File: src/rtl/fmn_axi_arbiter_pkg.sv
// Shared definitions for the FMN 8-to-1 AXI4 arbiter: port count, grant index type,
// and the read/write path state encodings.
package fmn_axi_arbiter_pkg;

  localparam int FMN_NUM_PORTS = 8;
  localparam int FMN_IDX_W     = 3;

  typedef logic [FMN_IDX_W-1:0] port_idx_t;

  typedef enum logic [1:0] {
    W_IDLE = 2'd0,
    W_ADDR = 2'd1,
    W_DATA = 2'd2,
    W_RESP = 2'd3
  } wstate_e;

  typedef enum logic [1:0] {
    R_IDLE = 2'd0,
    R_ADDR = 2'd1,
    R_DATA = 2'd2
  } rstate_e;

  // Round-robin pointer advance; the 3-bit width makes 7 wrap to 0.
  function automatic port_idx_t next_ptr(input port_idx_t grant);
    return grant + port_idx_t'(1);
  endfunction

endpackage

File: src/rtl/fmn_axi_arbiter_rr.sv
// Combinational round-robin pick: first requesting index at or after ptr_i,
// searching upward with wrap from 7 to 0.
module fmn_rr_arbiter
  import fmn_axi_arbiter_pkg::*;
(
  input  logic [7:0] req_i,
  input  logic [2:0] ptr_i,
  input  logic       en_i,
  output logic [2:0] idx_o,
  output logic       any_req_o
);

  always_comb begin
    logic [2:0] cand;
    idx_o     = ptr_i;
    any_req_o = 1'b0;
    cand      = ptr_i;
    // Walk from farthest offset down so the nearest requester wins last.
    for (int i = FMN_NUM_PORTS - 1; i >= 0; i--) begin
      cand = ptr_i + 3'(i);
      if (en_i && req_i[cand]) begin
        idx_o     = cand;
        any_req_o = 1'b1;
      end
    end
  end

endmodule

File: src/rtl/fmn_axi_arbiter.sv
// Merges eight vectored AXI4 slave ports onto one master port with independent
// round-robin arbitration on the write and read paths, one transaction per path.
module fmn_axi_arbiter
  import fmn_axi_arbiter_pkg::*;
#(
  parameter int NUM_PORTS  = 8,
  parameter int ADDR_WIDTH = 32,
  parameter int DATA_WIDTH = 32,
  parameter int ID_WIDTH   = 1
) (
  input  logic                               aclk,
  input  logic                               aresetn,
  // Vectored slave side, port k in slice k
  input  logic [NUM_PORTS*ADDR_WIDTH-1:0]    SN_awaddr,
  input  logic [NUM_PORTS*8-1:0]             SN_awlen,
  input  logic [NUM_PORTS*3-1:0]             SN_awsize,
  input  logic [NUM_PORTS*2-1:0]             SN_awburst,
  input  logic [NUM_PORTS*ID_WIDTH-1:0]      SN_awid,
  input  logic [NUM_PORTS-1:0]               SN_awvalid,
  output logic [NUM_PORTS-1:0]               SN_awready,
  input  logic [NUM_PORTS*DATA_WIDTH-1:0]    SN_wdata,
  input  logic [NUM_PORTS*DATA_WIDTH/8-1:0]  SN_wstrb,
  input  logic [NUM_PORTS-1:0]               SN_wlast,
  input  logic [NUM_PORTS-1:0]               SN_wvalid,
  output logic [NUM_PORTS-1:0]               SN_wready,
  output logic [NUM_PORTS*2-1:0]             SN_bresp,
  output logic [NUM_PORTS*ID_WIDTH-1:0]      SN_bid,
  output logic [NUM_PORTS-1:0]               SN_bvalid,
  input  logic [NUM_PORTS-1:0]               SN_bready,
  input  logic [NUM_PORTS*ADDR_WIDTH-1:0]    SN_araddr,
  input  logic [NUM_PORTS*8-1:0]             SN_arlen,
  input  logic [NUM_PORTS*3-1:0]             SN_arsize,
  input  logic [NUM_PORTS*2-1:0]             SN_arburst,
  input  logic [NUM_PORTS*ID_WIDTH-1:0]      SN_arid,
  input  logic [NUM_PORTS-1:0]               SN_arvalid,
  output logic [NUM_PORTS-1:0]               SN_arready,
  output logic [NUM_PORTS*DATA_WIDTH-1:0]    SN_rdata,
  output logic [NUM_PORTS*2-1:0]             SN_rresp,
  output logic [NUM_PORTS*ID_WIDTH-1:0]      SN_rid,
  output logic [NUM_PORTS-1:0]               SN_rlast,
  output logic [NUM_PORTS-1:0]               SN_rvalid,
  input  logic [NUM_PORTS-1:0]               SN_rready,
  // Single master side
  output logic [ADDR_WIDTH-1:0]              M_awaddr,
  output logic [7:0]                         M_awlen,
  output logic [2:0]                         M_awsize,
  output logic [1:0]                         M_awburst,
  output logic [ID_WIDTH-1:0]                M_awid,
  output logic                               M_awvalid,
  input  logic                               M_awready,
  output logic [DATA_WIDTH-1:0]              M_wdata,
  output logic [DATA_WIDTH/8-1:0]            M_wstrb,
  output logic                               M_wlast,
  output logic                               M_wvalid,
  input  logic                               M_wready,
  input  logic [1:0]                         M_bresp,
  input  logic [ID_WIDTH-1:0]                M_bid,
  input  logic                               M_bvalid,
  output logic                               M_bready,
  output logic [ADDR_WIDTH-1:0]              M_araddr,
  output logic [7:0]                         M_arlen,
  output logic [2:0]                         M_arsize,
  output logic [1:0]                         M_arburst,
  output logic [ID_WIDTH-1:0]                M_arid,
  output logic                               M_arvalid,
  input  logic                               M_arready,
  input  logic [DATA_WIDTH-1:0]              M_rdata,
  input  logic [1:0]                         M_rresp,
  input  logic [ID_WIDTH-1:0]                M_rid,
  input  logic                               M_rlast,
  input  logic                               M_rvalid,
  output logic                               M_rready,
  // Debug visibility of both path FSMs and their pointers
  output logic [1:0]                         dbg_wstate_o,
  output logic [1:0]                         dbg_rstate_o,
  output logic [2:0]                         dbg_wptr_o,
  output logic [2:0]                         dbg_rptr_o
);

  localparam int SW = DATA_WIDTH / 8;

  // Handshakes: a beat transfers on a cycle where valid && ready; valid never waits
  // on ready, and only the granted slice ever sees ready/valid driven from this block.

  wstate_e   wstate_q, wstate_d;
  rstate_e   rstate_q, rstate_d;
  port_idx_t wgrant_q, wgrant_d, wptr_q, wptr_d;
  port_idx_t rgrant_q, rgrant_d, rptr_q, rptr_d;
  port_idx_t w_idx, r_idx;
  logic      w_any, r_any;

  fmn_rr_arbiter u_warb (
    .req_i     (SN_awvalid),
    .ptr_i     (wptr_q),
    .en_i      (wstate_q == W_IDLE),
    .idx_o     (w_idx),
    .any_req_o (w_any)
  );

  fmn_rr_arbiter u_rarb (
    .req_i     (SN_arvalid),
    .ptr_i     (rptr_q),
    .en_i      (rstate_q == R_IDLE),
    .idx_o     (r_idx),
    .any_req_o (r_any)
  );

  always_ff @(posedge aclk or negedge aresetn) begin
    if (!aresetn) begin
      wstate_q <= W_IDLE;
      wgrant_q <= '0;
      wptr_q   <= '0;
      rstate_q <= R_IDLE;
      rgrant_q <= '0;
      rptr_q   <= '0;
    end else begin
      wstate_q <= wstate_d;
      wgrant_q <= wgrant_d;
      wptr_q   <= wptr_d;
      rstate_q <= rstate_d;
      rgrant_q <= rgrant_d;
      rptr_q   <= rptr_d;
    end
  end

  // Payload muxing is unconditional; only valid/ready depend on the state.
  assign M_awaddr  = SN_awaddr [int'(wgrant_q)*ADDR_WIDTH +: ADDR_WIDTH];
  assign M_awlen   = SN_awlen  [int'(wgrant_q)*8 +: 8];
  assign M_awsize  = SN_awsize [int'(wgrant_q)*3 +: 3];
  assign M_awburst = SN_awburst[int'(wgrant_q)*2 +: 2];
  assign M_awid    = SN_awid   [int'(wgrant_q)*ID_WIDTH +: ID_WIDTH];
  assign M_wdata   = SN_wdata  [int'(wgrant_q)*DATA_WIDTH +: DATA_WIDTH];
  assign M_wstrb   = SN_wstrb  [int'(wgrant_q)*SW +: SW];
  assign M_wlast   = SN_wlast  [wgrant_q];
  assign M_araddr  = SN_araddr [int'(rgrant_q)*ADDR_WIDTH +: ADDR_WIDTH];
  assign M_arlen   = SN_arlen  [int'(rgrant_q)*8 +: 8];
  assign M_arsize  = SN_arsize [int'(rgrant_q)*3 +: 3];
  assign M_arburst = SN_arburst[int'(rgrant_q)*2 +: 2];
  assign M_arid    = SN_arid   [int'(rgrant_q)*ID_WIDTH +: ID_WIDTH];

  assign SN_bresp = {NUM_PORTS{M_bresp}};
  assign SN_bid   = {NUM_PORTS{M_bid}};
  assign SN_rdata = {NUM_PORTS{M_rdata}};
  assign SN_rresp = {NUM_PORTS{M_rresp}};
  assign SN_rid   = {NUM_PORTS{M_rid}};
  assign SN_rlast = {NUM_PORTS{M_rlast}};

  always_comb begin
    wstate_d   = wstate_q;
    wgrant_d   = wgrant_q;
    wptr_d     = wptr_q;
    M_awvalid  = 1'b0;
    M_wvalid   = 1'b0;
    M_bready   = 1'b0;
    SN_awready = '0;
    SN_wready  = '0;
    SN_bvalid  = '0;
    case (wstate_q)
      W_IDLE: begin
        if (w_any) begin
          wgrant_d = w_idx;
          wstate_d = W_ADDR;
        end
      end
      W_ADDR: begin
        M_awvalid            = SN_awvalid[wgrant_q];
        SN_awready[wgrant_q] = M_awready;
        if (SN_awvalid[wgrant_q] && M_awready) wstate_d = W_DATA;
      end
      W_DATA: begin
        M_wvalid            = SN_wvalid[wgrant_q];
        SN_wready[wgrant_q] = M_wready;
        if (SN_wvalid[wgrant_q] && M_wready && SN_wlast[wgrant_q]) wstate_d = W_RESP;
      end
      W_RESP: begin
        SN_bvalid[wgrant_q] = M_bvalid;
        M_bready            = SN_bready[wgrant_q];
        if (M_bvalid && SN_bready[wgrant_q]) begin
          wstate_d = W_IDLE;
          wptr_d   = next_ptr(wgrant_q);
        end
      end
      default: wstate_d = W_IDLE;
    endcase
  end

  always_comb begin
    rstate_d   = rstate_q;
    rgrant_d   = rgrant_q;
    rptr_d     = rptr_q;
    M_arvalid  = 1'b0;
    M_rready   = 1'b0;
    SN_arready = '0;
    SN_rvalid  = '0;
    case (rstate_q)
      R_IDLE: begin
        if (r_any) begin
          rgrant_d = r_idx;
          rstate_d = R_ADDR;
        end
      end
      R_ADDR: begin
        M_arvalid            = SN_arvalid[rgrant_q];
        SN_arready[rgrant_q] = M_arready;
        if (SN_arvalid[rgrant_q] && M_arready) rstate_d = R_DATA;
      end
      R_DATA: begin
        SN_rvalid[rgrant_q] = M_rvalid;
        M_rready            = SN_rready[rgrant_q];
        if (M_rvalid && SN_rready[rgrant_q] && M_rlast) begin
          rstate_d = R_IDLE;
          rptr_d   = next_ptr(rgrant_q);
        end
      end
      default: rstate_d = R_IDLE;
    endcase
  end

  assign dbg_wstate_o = wstate_q;
  assign dbg_rstate_o = rstate_q;
  assign dbg_wptr_o   = wptr_q;
  assign dbg_rptr_o   = rptr_q;

endmodule

File: config.mk
export PLATFORM = sky130hd
export DESIGN_NAME = fmn_axi_arbiter
export DESIGN_NICKNAME = d
export VERILOG_FILES = /design/src/rtl/fmn_axi_arbiter_pkg.sv /design/src/rtl/fmn_axi_arbiter_rr.sv /design/src/rtl/fmn_axi_arbiter.sv
export SDC_FILE = /design/constraint.sdc
export NUM_CORES = 1
export LEC_CHECK = 0
export ABC_AREA = 1
export BUFFER_PORTS_ARGS = -buffer_cell sky130_fd_sc_hd__buf_2
export CAP_MARGIN = 40
export CORE_AREA = 10 10 615 617
export CTS_CLUSTER_SIZE = 24
export DETAILED_ROUTE_END_ITERATION = 12
export DIE_AREA = 0 0 625 627
export MAX_ROUTING_LAYER = met4
export SLEW_MARGIN = 20
export SYNTH_ARGS = -nofsm -noshare
export SYNTH_HDL_FRONTEND = slang
export SYNTH_SLANG_ARGS = --single-unit
File: constraint.sdc
create_clock -name aclk -period 2.3 [get_ports aclk]
set_input_delay 0.115 -clock aclk [delete_from_list [all_inputs] [get_ports aclk]]
set_output_delay 0.115 -clock aclk [all_outputs]
set_load 0.02 [all_outputs]
# [Word-level counts from Yosys, hierarchy flattened]
# Index checks and enable logic that the tools add are counted.
[op_classes] n_addsub=16 mul=2 order_cmp=20 eq_ne=12 shifts=12 mux=99 bitwise_logic=5 n_reduce_logical=33
[ops] cell="256-bit by 9-bit indexed part select with 32-bit output" count=3
[ops] cell="64-bit by 7-bit indexed part select with 8-bit output" count=2
[ops] cell="3-bit by 4-bit < comparator with 1-bit output (second input constant)" count=18
[ops] cell="1-bit binary-select mux with 3-bit select" count=22
[ops] cell="3-bit two-way mux" count=16
[ops] cell="24-bit by 6-bit indexed part select with 3-bit output" count=2
[ops] cell="1-bit two-way mux" count=45
[ops] cell="8-bit AND" count=5
[ops] cell="8-bit two-way mux" count=5
[ops] cell="16-bit by 5-bit indexed part select with 2-bit output" count=2
[ops] cell="32-bit by 6-bit indexed part select with 4-bit output" count=1
[ops] cell="1-bit logical AND" count=25
[ops] cell="3-bit adder (second input constant)" count=8
[ops] cell="8-bit by 4-bit indexed part select with 1-bit output" count=2
[ops] cell="2-bit two-way mux" count=7
[ops] cell="2-bit inequality test (second input constant)" count=7
[ops] cell="3-bit by 1-bit adder with 3-bit output (second input constant)" count=4
[ops] cell="3-bit by 2-bit adder with 3-bit output (second input constant)" count=4
[ops] cell="3-bit by 2-bit multiplier with 5-bit output (second input constant)" count=2
[ops] cell="2-bit case mux with 4 select lines" count=1
[ops] cell="2-bit AND reduction" count=4
[ops] cell="1-bit demux with 3-bit select" count=2
[ops] cell="2-bit equality test (second input constant)" count=3
[ops] cell="3-bit by 1-bit greater-or-equal comparator with 1-bit output (second input constant)" count=2
[ops] cell="other kinds (5)" count=7
[word_totals] regBits=16 input_bits=1118 output_inout_bits=496 wordCells=205

# [Depth between registers and ports, before layout]
# Gate-level depths: netlist of the first run.
[depth] ltp_word=14 depth_mapped=23 ltp_nobuf=21

# [Modules after synthesis]
# A second synthesis of the first run with hierarchy kept.
[unflattened] cells_unflattened=2021 area_unflattened_um2=11521.0
[by_module_without_submodules] module="fmn_axi_arbiter" instances=1 cells_per_inst=1737 area_each_um2=10054.6 seq_area_each_um2=400.4
[by_module_without_submodules] module="fmn_rr_arbiter" instances=2 cells_per_inst=142 area_each_um2=733.2 seq_area_each_um2=0.0

# [Worst setup path before layout of the first run]
# No wires, ideal clock.
[synth_timing] path_kind="register -> register" from="register rptr_q[0], in the netlist dbg_rptr_o[0]" to="register rgrant_q[0]" setup_time_ps=126 t_arrival_ps=2290 required_time_ps=2174 setup_slack_ps=-117 path_stages_with_launch=23 path_buffers=3 period_less_slack_ps=2417 path_cell_list="dfrtp_1 > buf_6 > inv_2 > buf_6 > ha_1 > buf_2 > inv_1 > nand3_1 > nand2_1 > inv_1 > nand2_1 > o21ai_1 > nand2_1 > nand2_1 > nand2_1 > o21ai_1 > nand2_1 > nand2_1 > nand2_1 > nand2_1 > nand2_1 > nand2_1 > o21ai_0"
[synth_between] elab_chain_cells=13 word_cells_on_any_way=48 cone_classes="add/sub: 7; mux: 32; reduce/logical: 9"
[synth_rtl] item="from (decl)" line_no="fmn_axi_arbiter.sv:88" rtl="port_idx_t rgrant_q, rgrant_d, rptr_q, rptr_d;"
[synth_rtl] item="from (signal assigned)" line_no="fmn_axi_arbiter.sv:122" rtl="rptr_q <= rptr_d;"
[synth_rtl] item="3-bit adder" line_no="fmn_axi_arbiter_rr.sv:20" rtl="cand = ptr_i + 3'(i);"
[synth_rtl] item="1-bit binary-select mux with 3-bit select" line_no="fmn_axi_arbiter_rr.sv:21" rtl="if (en_i && req_i[cand]) begin"
[synth_rtl] item="1-bit two-way mux (not written as such)" line_no="fmn_axi_arbiter_rr.sv:21"
[synth_rtl] item="1-bit logical AND" line_no="fmn_axi_arbiter_rr.sv:21"
[synth_rtl] item="1-bit two-way mux (8 in a row)" line_no="fmn_axi_arbiter_rr.sv:21"
[synth_rtl] item="2-bit AND reduction (no line)"
[synth_rtl] item="to (signal assigned)" line_no="fmn_axi_arbiter.sv:121" rtl="rgrant_q <= rgrant_d;"
[synth_rtl] item="to (decl)" line_no="fmn_axi_arbiter.sv:88"
# Several ways; a longest one is shown, not always the timed one. The select of a mux whose other input is x is not followed.
# A chain may end at the register's enable or synchronous reset.

# [Final worst setup path of the first run]
[layout_timing] from="register wgrant_q[2]" to="output port M_wdata[10]"
[layout_between] elab_chain_cells=1
[layout_rtl] item="from (decl)" line_no="fmn_axi_arbiter.sv:87" rtl="port_idx_t wgrant_q, wgrant_d, wptr_q, wptr_d;"
[layout_rtl] item="from (signal assigned)" line_no="fmn_axi_arbiter.sv:118" rtl="wgrant_q <= wgrant_d;"
[layout_rtl] item="256-bit by 9-bit indexed part select with 32-bit output" line_no="fmn_axi_arbiter.sv:132" rtl="assign M_wdata = SN_wdata [int'(wgrant_q)*DATA_WIDTH +: DATA_WIDTH];"
[layout_rtl] item="to (decl)" line_no="fmn_axi_arbiter.sv:51" rtl="output logic [DATA_WIDTH-1:0] M_wdata,"
# No other way between the ends.

==> results.cfg, run 1 <==
[die]
num_io_pins = 1614
die_area_um2 = 392000
core.rowCount = 222
die_h_um = 627
coreArea_um2 = 365000
start_util_pct = 2.96
fp.dieW_um = 625

[critical_path]
critPathMaxFanout = 7
critPathKind = flop to output pin
cp.arrival_ps = 2340
start_kind = flop
cp.required_ps = 2180
worst_setup_path_end_kind = output pin

[timing]
worst_slack_ps = -156
tightest_slew_ps = 722
rsz0062_at_grt = true
max-slew-margin-rel_pct = 51.8
finalCritPeriodShare_pct = 107
fin_crit_ps = 2460
max_freq_mhz = 407
fin_skew_ps = 2.83
hold_viol_final = 0
drv_slew = 0
setup_viol = 92

[global_route]
grt_pass1_vias = 20100
grt_max_degree = 38
grt_use_total_pct = 12.0
grt_pass1_wl_mm = 286
grt-ovfl-total = 0
grt_antenna_before_repair = 195

[drt]
wl_per_cell_um = 31.1
antenna_left = 0
drt-total-wl_mm = 248
via_per_inst = 2.60
first_iter_violations = 1755
drt_pass1_iterations = 5
route.detailed.drc = 0
via_count = 20800

[run_status]
violations = setup timing
status = complete, but fails checks

[placement]
place_area_um2 = 23500
place.gp.congestion = 0.997
detailedPlace.worstSlack_ps = -611
dp_cells = 7649
io_buffer_count = 1271
dpl.hpwl_mm = 218

[layout]
area_growth_pct = 169
drive_gt1_share_pct = 67.0
final_area_um2 = 29000
nNetsFinal = 4143
finalNonFillerCells = 7986

[pwr]
ir_drop_uv = 564
power_switching_w = 0.0248
p_clk_share_pct = 0.9
p_per_area_nw_per_um2 = 1490
p_comb_share_pct = 97.5
power.internal_w = 0.0183
swShare_pct = 57.6
seqPwrFrac_pct = 1.6
p_leak_nw = 11.9

[synth]
yosysTopAreaCell = buf_4
syn_area_um2 = 10800
syn_inst = 1767
synth.top_cells.by_count = nand2_1 (443), buf_4 (314), a22oi_1 (159)
synthArstFlopShare_pct = 100
synth-seq-cells = 16
yosys_warnings = 0
ys_seq_area_share_pct = 3.71
ys_top_cells_by_area = buf_4 (22%), nand2_1 (15%), a22oi_1 (11%), a221oi_1 (9.2%), a22o_1 (8.4%)
yosysMostFrequentCell = nand2_1
synth_nets = 2896
ys_types = 50
synth_top_area_share_pct = 21.9
synth_ff_type = dfrtp_1
synth_edf_count = 0
syn_avg_cell_area_um2 = 6.11

[cts]
cts_buffer_depth = 2
clkSlewWorstSetupHoldPaths_ps = 60
clk_latency_ps = 250
clock-root-buffer = clkbuf_16
htree_levels = 1
cts_tree = built
cts_inserted_buffers = 3
clock_sinks = 16

[run]
max_cap_viol_count = 0

[worst_hold_path]
min_path_type = input pin to flop
## state kept, by name (all words and copies together) (netlist names)
name and flops:
rgrant_q 3, wgrant_q 3, dbg_wptr_o 3, dbg_wstate_o 2, dbg_rptr_o 3, dbg_rstate_o 2
## metal layers
metal	part of all wire, %	up-vias	global-route usage (%)
met2	50	1801	21.0
met5	0	-	-
met3	12	403	5.36
met4	3.1	0	2.53
li1	-	8820	-
met1	35	9767	12.3
## metrics by stage
step | setup TNS (ps) | total power (W) | hold WS [ps] | utilization [%]
6_report | -5800 | 0.0431 | 170 | 7.95
5_1_grt | -13990 | 0.0460 | 193 | 7.94
4_1_cts | -7600 | 0.0419 | 166 | 7.35
3_5_place_dp | -3580 | 0.0353 | 125 | 6.44
3_3_place_gp | -3550 | 0.0355 | 124 | 6.44
2_1_floorplan | 0 | 0.0135 | -181 | -
## power groups by stage
| stage | Clock [W] | Combinational [W] | Sequential, W |
|---|---|---|---|
| after floorplan | 0 | 0.0129 | 0.000651 |
| after global placement | 0 | 0.0349 | 0.000629 |
| after detailed placement | 0 | 0.0347 | 0.000633 |
| after CTS | 0.000392 | 0.0409 | 0.000643 |
| after global routing | 0.000409 | 0.0449 | 0.000707 |
| final | 0.000392 | 0.0420 | 0.000684 |
## path summary, 6_finish.rpt
path,start,end,slack (ps),cells after the start
setup / recovery,wgrant_q[2],M_wdata[10],-160,11
hold / removal,M_arready,dbg_rstate_o[1],170,3
setup reg to reg,wgrant_q[1],dbg_wstate_o[0],-10,12
hold reg to reg,dbg_wstate_o[1],dbg_wstate_o[1],610,2
max in group asynchronous,aresetn,dbg_wptr_o[2],1530,2
min in group asynchronous,aresetn,rgrant_q[2],410,2
## area by class of cell
class | instances | area, um2
sequential | 16 | 410
tap | 4816 | 6030
multi-input combinational | 1214 | 8850
timing repair buffer | 1678 | 12800
inverter | 101 | 485
clock buffer | 4 | 88.8
fill | 43100 | 336000
antenna | 157 | 393
## layout by cell type, fill, tap and decap left out, drive strengths merged
master,instances
a21oi,42
a221oi,114
a22o,104
a22oi,159
a31oi,1
and2,5
and3,2
buf,1666
bufbuf,4
clkbuf,11
clkinv,2
clkinvlp,1
dfrtp,16
diode,157
dlygate4sd3,1
ha,11
inv,98
nand2,450
nand3,64
nand3b,1
nand4,116
nor2,63
nor3,9
nor3b,1
o211ai,4
o21a,1
o21ai,52
o22ai,2
o2bb2ai,1
or2,2
or4,1
xnor2,2
xor2,7
## cell families after synthesis
family | count (synthesis) | synth area share [%]
compound gates | 480 | 34.1
buf+inv | 537 | 30.4
simple gates | 714 | 29.5
xor+xnor | 9 | 0.939
fa+ha+maj | 11 | 1.28
flops | 16 | 3.71
## critical path, cell delays in order (launching register included)
cell	delay [ps]
dfrtp_2	420
buf_6	140
nand3_4	70
buf_12	130
inv_16	40
buf_16	140
buf_12	160
buf_12	140
buf_8	130
a22oi_2	140
nand4_1	250
buf_12	240
## timing repair
item | 4_1_cts | 5_1_grt
setup buffers | 102 | 82
resized for setup | 424 | 313
pin swaps | 111 | 147
hold endpoints to repair | 16 | 0
hold buffers | 1 | 0
setup endpoints to repair | 137 | 151
cloned | 14 | 8
No activity file was read; power rests on OpenSTA's default activity.
==> inputs of run 2 (changes only) <==
--- a/config.mk
+++ b/config.mk
@@ -8,10 +8,11 @@
 export ABC_AREA = 1
 export BUFFER_PORTS_ARGS = -buffer_cell sky130_fd_sc_hd__buf_2
 export CAP_MARGIN = 40
-export CORE_AREA = 10 10 615 617
+export CORE_AREA = 10 10 619 621
 export CTS_CLUSTER_SIZE = 24
 export DETAILED_ROUTE_END_ITERATION = 12
-export DIE_AREA = 0 0 625 627
+export DIE_AREA = 0 0 629 631
+export GPL_TIMING_DRIVEN = 0
 export MAX_ROUTING_LAYER = met4
 export SLEW_MARGIN = 20
 export SYNTH_ARGS = -nofsm -noshare
==> constraint.sdc (replaced) <==
create_clock -name aclk -period 3 [get_ports aclk]
set_input_delay 0.15 -clock aclk [delete_from_list [all_inputs] [get_ports aclk]]
set_output_delay 0.15 -clock aclk [all_outputs]
set_load 0.02 [all_outputs]
==> run 2 against run 1 <==
- the flow now stops in 5_2_route
- synthesized cell count is the same
- area after synthesis unchanged
- global-route usage increased by 1.6 points
==> results.cfg, run 2 <==
[placement]
dpl.hpwl_mm = 258
detailedPlace.worstSlack_ps = -2110
place.gp.congestion = 0.982
io_buffer_count = 1575

[global_route]
grt_max_degree = 20
grt_antenna_before_repair = 243
grt_pass1_vias = 22200
grt_pass1_wl_mm = 326
grt_use_total_pct = 13.6
grt-ovfl-total = 0

[synth]
syn_area_um2 = 10800
synth_ff_type = dfrtp_1
yosys_warnings = 0
synthArstFlopShare_pct = 100
yosysMostFrequentCell = nand2_1
syn_inst = 1767
ys_top_cells_by_area = buf_4 (22%), nand2_1 (15%), a22oi_1 (11%), a221oi_1 (9.2%), a22o_1 (8.4%)
synth.top_cells.by_count = nand2_1 (443), buf_4 (314), a22oi_1 (159)
yosysTopAreaCell = buf_4
synth_nets = 2896
ys_seq_area_share_pct = 3.71
ys_types = 50
synth_edf_count = 0
synth_top_area_share_pct = 21.9
synth-seq-cells = 16
syn_avg_cell_area_um2 = 6.11

[die]
num_io_pins = 1614
fp.dieW_um = 629
die_h_um = 631
core.rowCount = 224
start_util_pct = 2.91

[cts]
cts_buffer_depth = 2
cts_inserted_buffers = 3
clock-root-buffer = clkbuf_16
clock_sinks = 16
htree_levels = 1

[timing]
endpoint_type = primary output
postGrtWorstEndpoint = M_awaddr[6]

[run_status]
status = stopped before the end
first-error = [ERROR DRT-0255] Maze Route cannot find path of net SN_wdata[220] in worker of routeBox ( 579600 193200 ) ( 629000 241500 ).
failed_stage = 5_2_route
[run 2: cell counts after synthesis]
Identical to the previous run, type by type.
[run 2: cell families after synthesis]
group                    after synthesis  synth area share [%]
adder cells (fa/ha/maj)               11                  1.28
buffers and inverters                537                  30.4
flip-flops                            16                  3.71
AO/OA/AOI/OAI                        480                  34.1
XOR/XNOR                               9                 0.939
AND/OR/NAND/NOR                      714                  29.5
[run 2: repair_timing]
item	CTS	global route
buffers inserted	18	5
hold endpoints to repair	16	0
setup endpoints to repair	150	47
hold buffers	1	0
resized for setup	252	41
gates cloned	1	0
pin swaps	9	2
[run 2: per-layer routing]
layer  track usage, %
met5                -
met4             3.82
met3             6.16
met2             23.3
met1             14.1
[run 2: per-stage QoR]
stage / hold slack, ps / std cells / TNS [ps] / area, um2 / utilization (%)
3_5_place_dp: 111 / 8384 / -140990 / 26400 / 7.12
4_1_cts: 261 / 8404 / -313 / 27500 / 7.43
2_1_floorplan: -146 / 1767 / 0 / 10800 / -
3_3_place_gp: 112 / 8314 / -361300 / 24900 / 6.71
5_1_grt: 273 / 8630 / -142 / 28300 / 7.63
==> inputs of run 3 (changes only) <==
--- a/config.mk
+++ b/config.mk
@@ -9,11 +9,10 @@
 export BUFFER_PORTS_ARGS = -buffer_cell sky130_fd_sc_hd__buf_2
 export CAP_MARGIN = 40
 export CORE_AREA = 10 10 619 621
-export CTS_CLUSTER_SIZE = 24
 export DETAILED_ROUTE_END_ITERATION = 12
 export DIE_AREA = 0 0 629 631
 export GPL_TIMING_DRIVEN = 0
-export MAX_ROUTING_LAYER = met4
+export PLACE_DENSITY_LB_ADDON = 0.15
 export SLEW_MARGIN = 20
 export SYNTH_ARGS = -nofsm -noshare
 export SYNTH_HDL_FRONTEND = slang
==> run 3 against run 2 <==
- the flow now finishes, with violations (setup timing)
- global-route usage down 1.8 points
==> results.cfg, run 3 (synthesized netlist as in run 1, its figures left out) <==
[run_status]
status = complete, but fails checks
violations = setup timing

[critical_path]
critPathMaxFanout = 10
timing.rr.end = dbg_rptr_o[1]
worst_setup_path_end_kind = output pin
critPathSlowestCell = a22oi_2
cp.required_ps = 2850
r2r_cells = 9
start_kind = flop
rr_startpoint = rgrant_q[1]
r2r_slack_ps = 230
slowest_delay_ps = 520
cp_cell_sequence = buf_6, buf_4, nand3_4, inv_8, buf_6, clkbuf_4, buf_16, a22oi_2, nand4_1, buf_6
cp-startpoint = wgrant_q[1]
cp.arrival_ps = 2860
critPathKind = flop to output pin
cp_common_cell = buf_6

[timing]
finalCritPeriodShare_pct = 100
max_freq_mhz = 332
tightest_slew_ps = 954
setup_viol = 2
fin_crit_ps = 3010
hold_viol_final = 0
drv_slew = 0
fin_skew_ps = 2.12
max-slew-margin-rel_pct = 36.4
rsz0062_at_grt = true
worst_slack_ps = -12.4

[placement]
detailedPlace.worstSlack_ps = -1440
dpl.hpwl_mm = 229
io_buffer_count = 1575
place.gp.congestion = 0.872
dp_cells = 8379

[drt]
wl_per_cell_um = 29.4
first_iter_violations = 1494
antenna_left = 0
drt_pass1_iterations = 7
via_per_inst = 2.57
drt-total-wl_mm = 249
via_count = 21700
route.detailed.drc = 0

[cts]
clkSlewWorstSetupHoldPaths_ps = 60
clock_sinks = 16
cts_tree = built
htree_levels = 1
cts_buffer_depth = 2
clock-root-buffer = clkbuf_16
clk_latency_ps = 280
cts_inserted_buffers = 3

[worst_hold_path]
min_from = M_arready
hold_path_end = dbg_rstate_o[1]
min_path_type = input pin to flop
min_path_cells = 3

[die]
coreArea_um2 = 371000
core.rowCount = 224
start_util_pct = 2.91
fp.dieW_um = 629
num_io_pins = 1614
die_h_um = 631
die_area_um2 = 397000

[layout]
mostFrequentLayoutCell = buf_2
area_growth_pct = 158
drive_gt1_share_pct = 64.4
fill_cells = 44100
nNetsFinal = 4589
finalNonFillerCells = 8461
final_cell_mix = buf_2 (1567), nand2_1 (437), buf_4 (389)

[pwr]
p_leak_nw = 12.6
power_w = 0.0262
ir_drop_uv = 319
p_per_area_nw_per_um2 = 943

[global_route]
grt_pass1_vias = 22400
grt_use_total_pct = 11.8
top_usage_layer = met2
use_met3_pct = 3.56
grt_pass1_wl_mm = 298
grt-ovfl-total = 0
grt_antenna_before_repair = 167
met1_usage_pct = 13.3
grt_max_degree = 17
grtUsageMet2_pct = 21.8

[run]
max_cap_viol_count = 0
[run 3: through the flow]
step	cell area (um2)	hold slack [ps]	utilization (%)	TNS, ps
after global placement	24900	233	6.71	-301810
after detailed placement	26100	228	7.03	-103380
final	27800	163	7.50	-20.2
after floorplan	10800	-146	-	0
after global routing	27800	181	7.49	-21.8
after CTS	27600	149	7.43	-287
[run 3: timing repair]
action,in CTS,in global routing
pin swaps,19,7
buffers inserted,42,11
hold endpoints to repair,16,0
resized for setup,279,43
hold buffers,1,0
endpoints found under the setup margin,148,28
[run 3: routing by layer]
| layer | wire [um] | vias up | part of all wire [%] |
|---|---|---|---|
| li1 | - | 9532 | - |
| met5 | 610 | - | 0.25 |
| met2 | 127000 | 1408 | 51 |
| met3 | 19600 | 331 | 7.9 |
| met4 | 6350 | 78 | 2.6 |
| met1 | 95600 | 10400 | 38 |
[run 3: layout make-up]
| class | count | area, um2 | share of cell area, % |
|---|---|---|---|
| clock buffers | 3 | 75.1 | 0.270 |
| diodes | 31 | 77.6 | 0.279 |
| inverters | 101 | 455 | 1.64 |
| repair buffers | 1694 | 9570 | 34.4 |
| plain buffers | 430 | 3500 | 12.6 |
| well taps | 4972 | 6220 | 22.4 |
| flip-flops and latches | 16 | 404 | 1.45 |
| multi-input cells | 1214 | 7510 | 27.0 |
[run 3: report_power, final]
group | switching [W] | total, W | internal, W | leakage [nW]
clock network | 0.000129 | 0.000306 | 0.000177 | 0.0372
logic | 0.0175 | 0.0255 | 0.00794 | 12.3
registers | 0.000141 | 0.000477 | 0.000336 | 0.178
[run 3: worst max path at each step]
stage | end | slack [ps]
after detailed placement | M_wdata[13] | -1440
final | M_wdata[12] | -10
after floorplan | rgrant_q[0] | 580
after CTS | M_wstrb[3] | -200
after global placement | M_wdata[12] | -3790
after global routing | M_wstrb[3] | -20
[run 3: critical path, delay by kind of cell (launching register included)]
kind	cells	cell delay, ps
compound gates	1	520
buf+inv	7	1170
flops	1	390
simple gates	2	320
==> inputs of run 4 (changes only) <==
--- a/config.mk
+++ b/config.mk
@@ -8,9 +8,9 @@
 export ABC_AREA = 1
 export BUFFER_PORTS_ARGS = -buffer_cell sky130_fd_sc_hd__buf_2
 export CAP_MARGIN = 40
-export CORE_AREA = 10 10 619 621
+export CORE_AREA = 3 3 630 632
 export DETAILED_ROUTE_END_ITERATION = 12
-export DIE_AREA = 0 0 629 631
+export DIE_AREA = 0 0 633 635
 export GPL_TIMING_DRIVEN = 0
 export PLACE_DENSITY_LB_ADDON = 0.15
 export SLEW_MARGIN = 20
==> run 4 against run 3 <==
- the flow still finishes with violations (setup timing)
- sequential share of layout area is essentially flat
- fmax shrank 4.3%
- non-clock buffer count shrank 1
- largest cell class unchanged
- largest power group unchanged
==> results.cfg, run 4 (synthesized netlist as in run 1, its figures left out) <==
[run_status]
status = complete, but fails checks
violations = setup timing

[die]
coreArea_um2 = 392000
start_util_pct = 2.75
num_io_pins = 1614
fp.dieW_um = 633
die_area_um2 = 402000
core.rowCount = 230
die_h_um = 635

[timing]
fin_crit_ps = 3150
max_freq_mhz = 318
fin_skew_ps = 2.96
hold_viol_final = 0
finalCritPeriodShare_pct = 105
tightest_slew_ps = 738
setup_viol = 3
drv_slew = 0
worst_slack_ps = -149
max-slew-margin-rel_pct = 50.8
setup_tns_ps = -176
rsz0062_at_grt = true

[layout]
finalNonFillerCells = 8702
drive_gt1_share_pct = 63.6
fill_cells = 47000
area_growth_pct = 156
nNetsFinal = 4588
final_cell_mix = buf_2 (1576), nand2_1 (436), buf_4 (384)
mostFrequentLayoutCell = buf_2
final_area_um2 = 27600
finish.utilization_pct = 7.05

[drt]
antenna_left = 0
wl_per_cell_um = 26.2
drt_pass1_iterations = 5
first_iter_violations = 1796
via_count = 21800
route.detailed.drc = 0
via_per_inst = 2.51
drt-total-wl_mm = 228

[worst_hold_path]
min_path_type = input pin to flop

[critical_path]
critPathSlowestCell = a22oi_2
cp_common_cell = buf_6
cp.arrival_ps = 3000
cp_cell_sequence = buf_4, nand3_4, inv_6, buf_6, buf_16, buf_2, buf_6, a22oi_2, nand4_1, buf_6
worst_setup_path_end_kind = output pin
start_kind = flop
cp.required_ps = 2850
crit_buf_inv = 7
critPathKind = flop to output pin
slowest_delay_ps = 540
critPathMaxFanout = 10
path_delay_family = buffers and inverters

[global_route]
grtUsageMet2_pct = 19.6
top_usage_layer = met2
grt-ovfl-total = 0
met1_usage_pct = 12.5
grt_use_total_pct = 10.7
grt_pass1_wl_mm = 274
use_met3_pct = 2.49
grt_pass1_vias = 21700
grt_antenna_before_repair = 129
grt_max_degree = 17

[run]
max_cap_viol_count = 0

[cts]
clock-root-buffer = clkbuf_16
cts_inserted_buffers = 3
cts_tree = built
clock_sinks = 16
clk_latency_ps = 280
clkSlewWorstSetupHoldPaths_ps = 70
cts_buffer_depth = 2
htree_levels = 1

[pwr]
ir_drop_uv = 330
p_per_area_nw_per_um2 = 923
p_leak_nw = 12.4

[placement]
dp_cells = 8626
detailedPlace.worstSlack_ps = -1780
place_area_um2 = 26200
dpl.hpwl_mm = 206
io_buffer_count = 1575
place.gp.congestion = 0.860
## run 4: changes by cell type in the layout (fill, tap and decap cells not counted), moves of 5 or more
cell,change
clkbuf_1,+5
diode_2,-6
buf_2,+9
a221oi_1,+12
buf_6,+10
buf_16,-8
a221oi_2,-8
buf_8,-7
buf_4,-5
## run 4: per-layer routing
layer	share of wire [%]	vias to the layer above
li1	-	9513
met1	39	10500
met2	50	1436
met3	7.6	319
met4	3.1	72
met5	0.22	-
## run 4: where the power goes
group	switching, W	internal, W	leakage (nW)
sequential	0.000152	0.000338	0.176
combinational	0.0171	0.00761	12.2
clock	0.000132	0.000177	0.0371
total	0.0174	0.00813	12.4
## run 4: layout make-up
type                            instances  area [um2]  area share, %
Multi-Input combinational cell       1214        7320           26.5
Tap cell                             5220        6530           23.6
Inverter                              101         430           1.56
Antenna cell                           25        62.6          0.226
Clock buffer                            3        75.1          0.272
Buffer                                433        3420           12.4
Timing Repair Buffer                 1690        9390           34.0
Sequential cell                        16         405           1.47
## run 4: repair_timing
action	in CTS	in global routing
pin swaps	17	11
buffers inserted	41	9
hold endpoints to repair	16	0
endpoints found under the setup margin	150	26
hold buffers	1	0
gates resized for setup	212	47
gates cloned	1	0
## run 4: final timing paths
check / from / depth (start not counted) / slack [ps] / to
max reg2reg: dbg_wptr_o[0] / 14 / 200 / wgrant_q[2]
max in group asynchronous: aresetn / 2 / 2090 / dbg_wptr_o[0]
min in group asynchronous: aresetn / 2 / 440 / dbg_rptr_o[0]
min: M_arready / 3 / 170 / dbg_rstate_o[1]
min reg2reg: dbg_wstate_o[1] / 2 / 580 / dbg_wstate_o[1]
max: wgrant_q[0] / 10 / -150 / M_wdata[24]
## run 4: worst reg2reg max path, stage by stage, from the launching register on
cell,delay (ps)
dfrtp_2,420
buf_6,150
inv_2,50
buf_6,140
ha_1,290
clkbuf_2,210
inv_2,170
nand3_2,110
and2_0,150
o21ai_1,320
and3_1,230
nand2_2,100
inv_2,100
a21oi_1,40
a21oi_1,230
## run 4: through the flow
| step | hold slack (ps) | total power [W] |
|---|---|---|
| after floorplan | -146 | 0.0103 |
| after global placement | 245 | 0.0232 |
| after detailed placement | 247 | 0.0241 |
| after CTS | 141 | 0.0261 |
| after global routing | 167 | 0.0271 |
| final | 165 | 0.0255 |
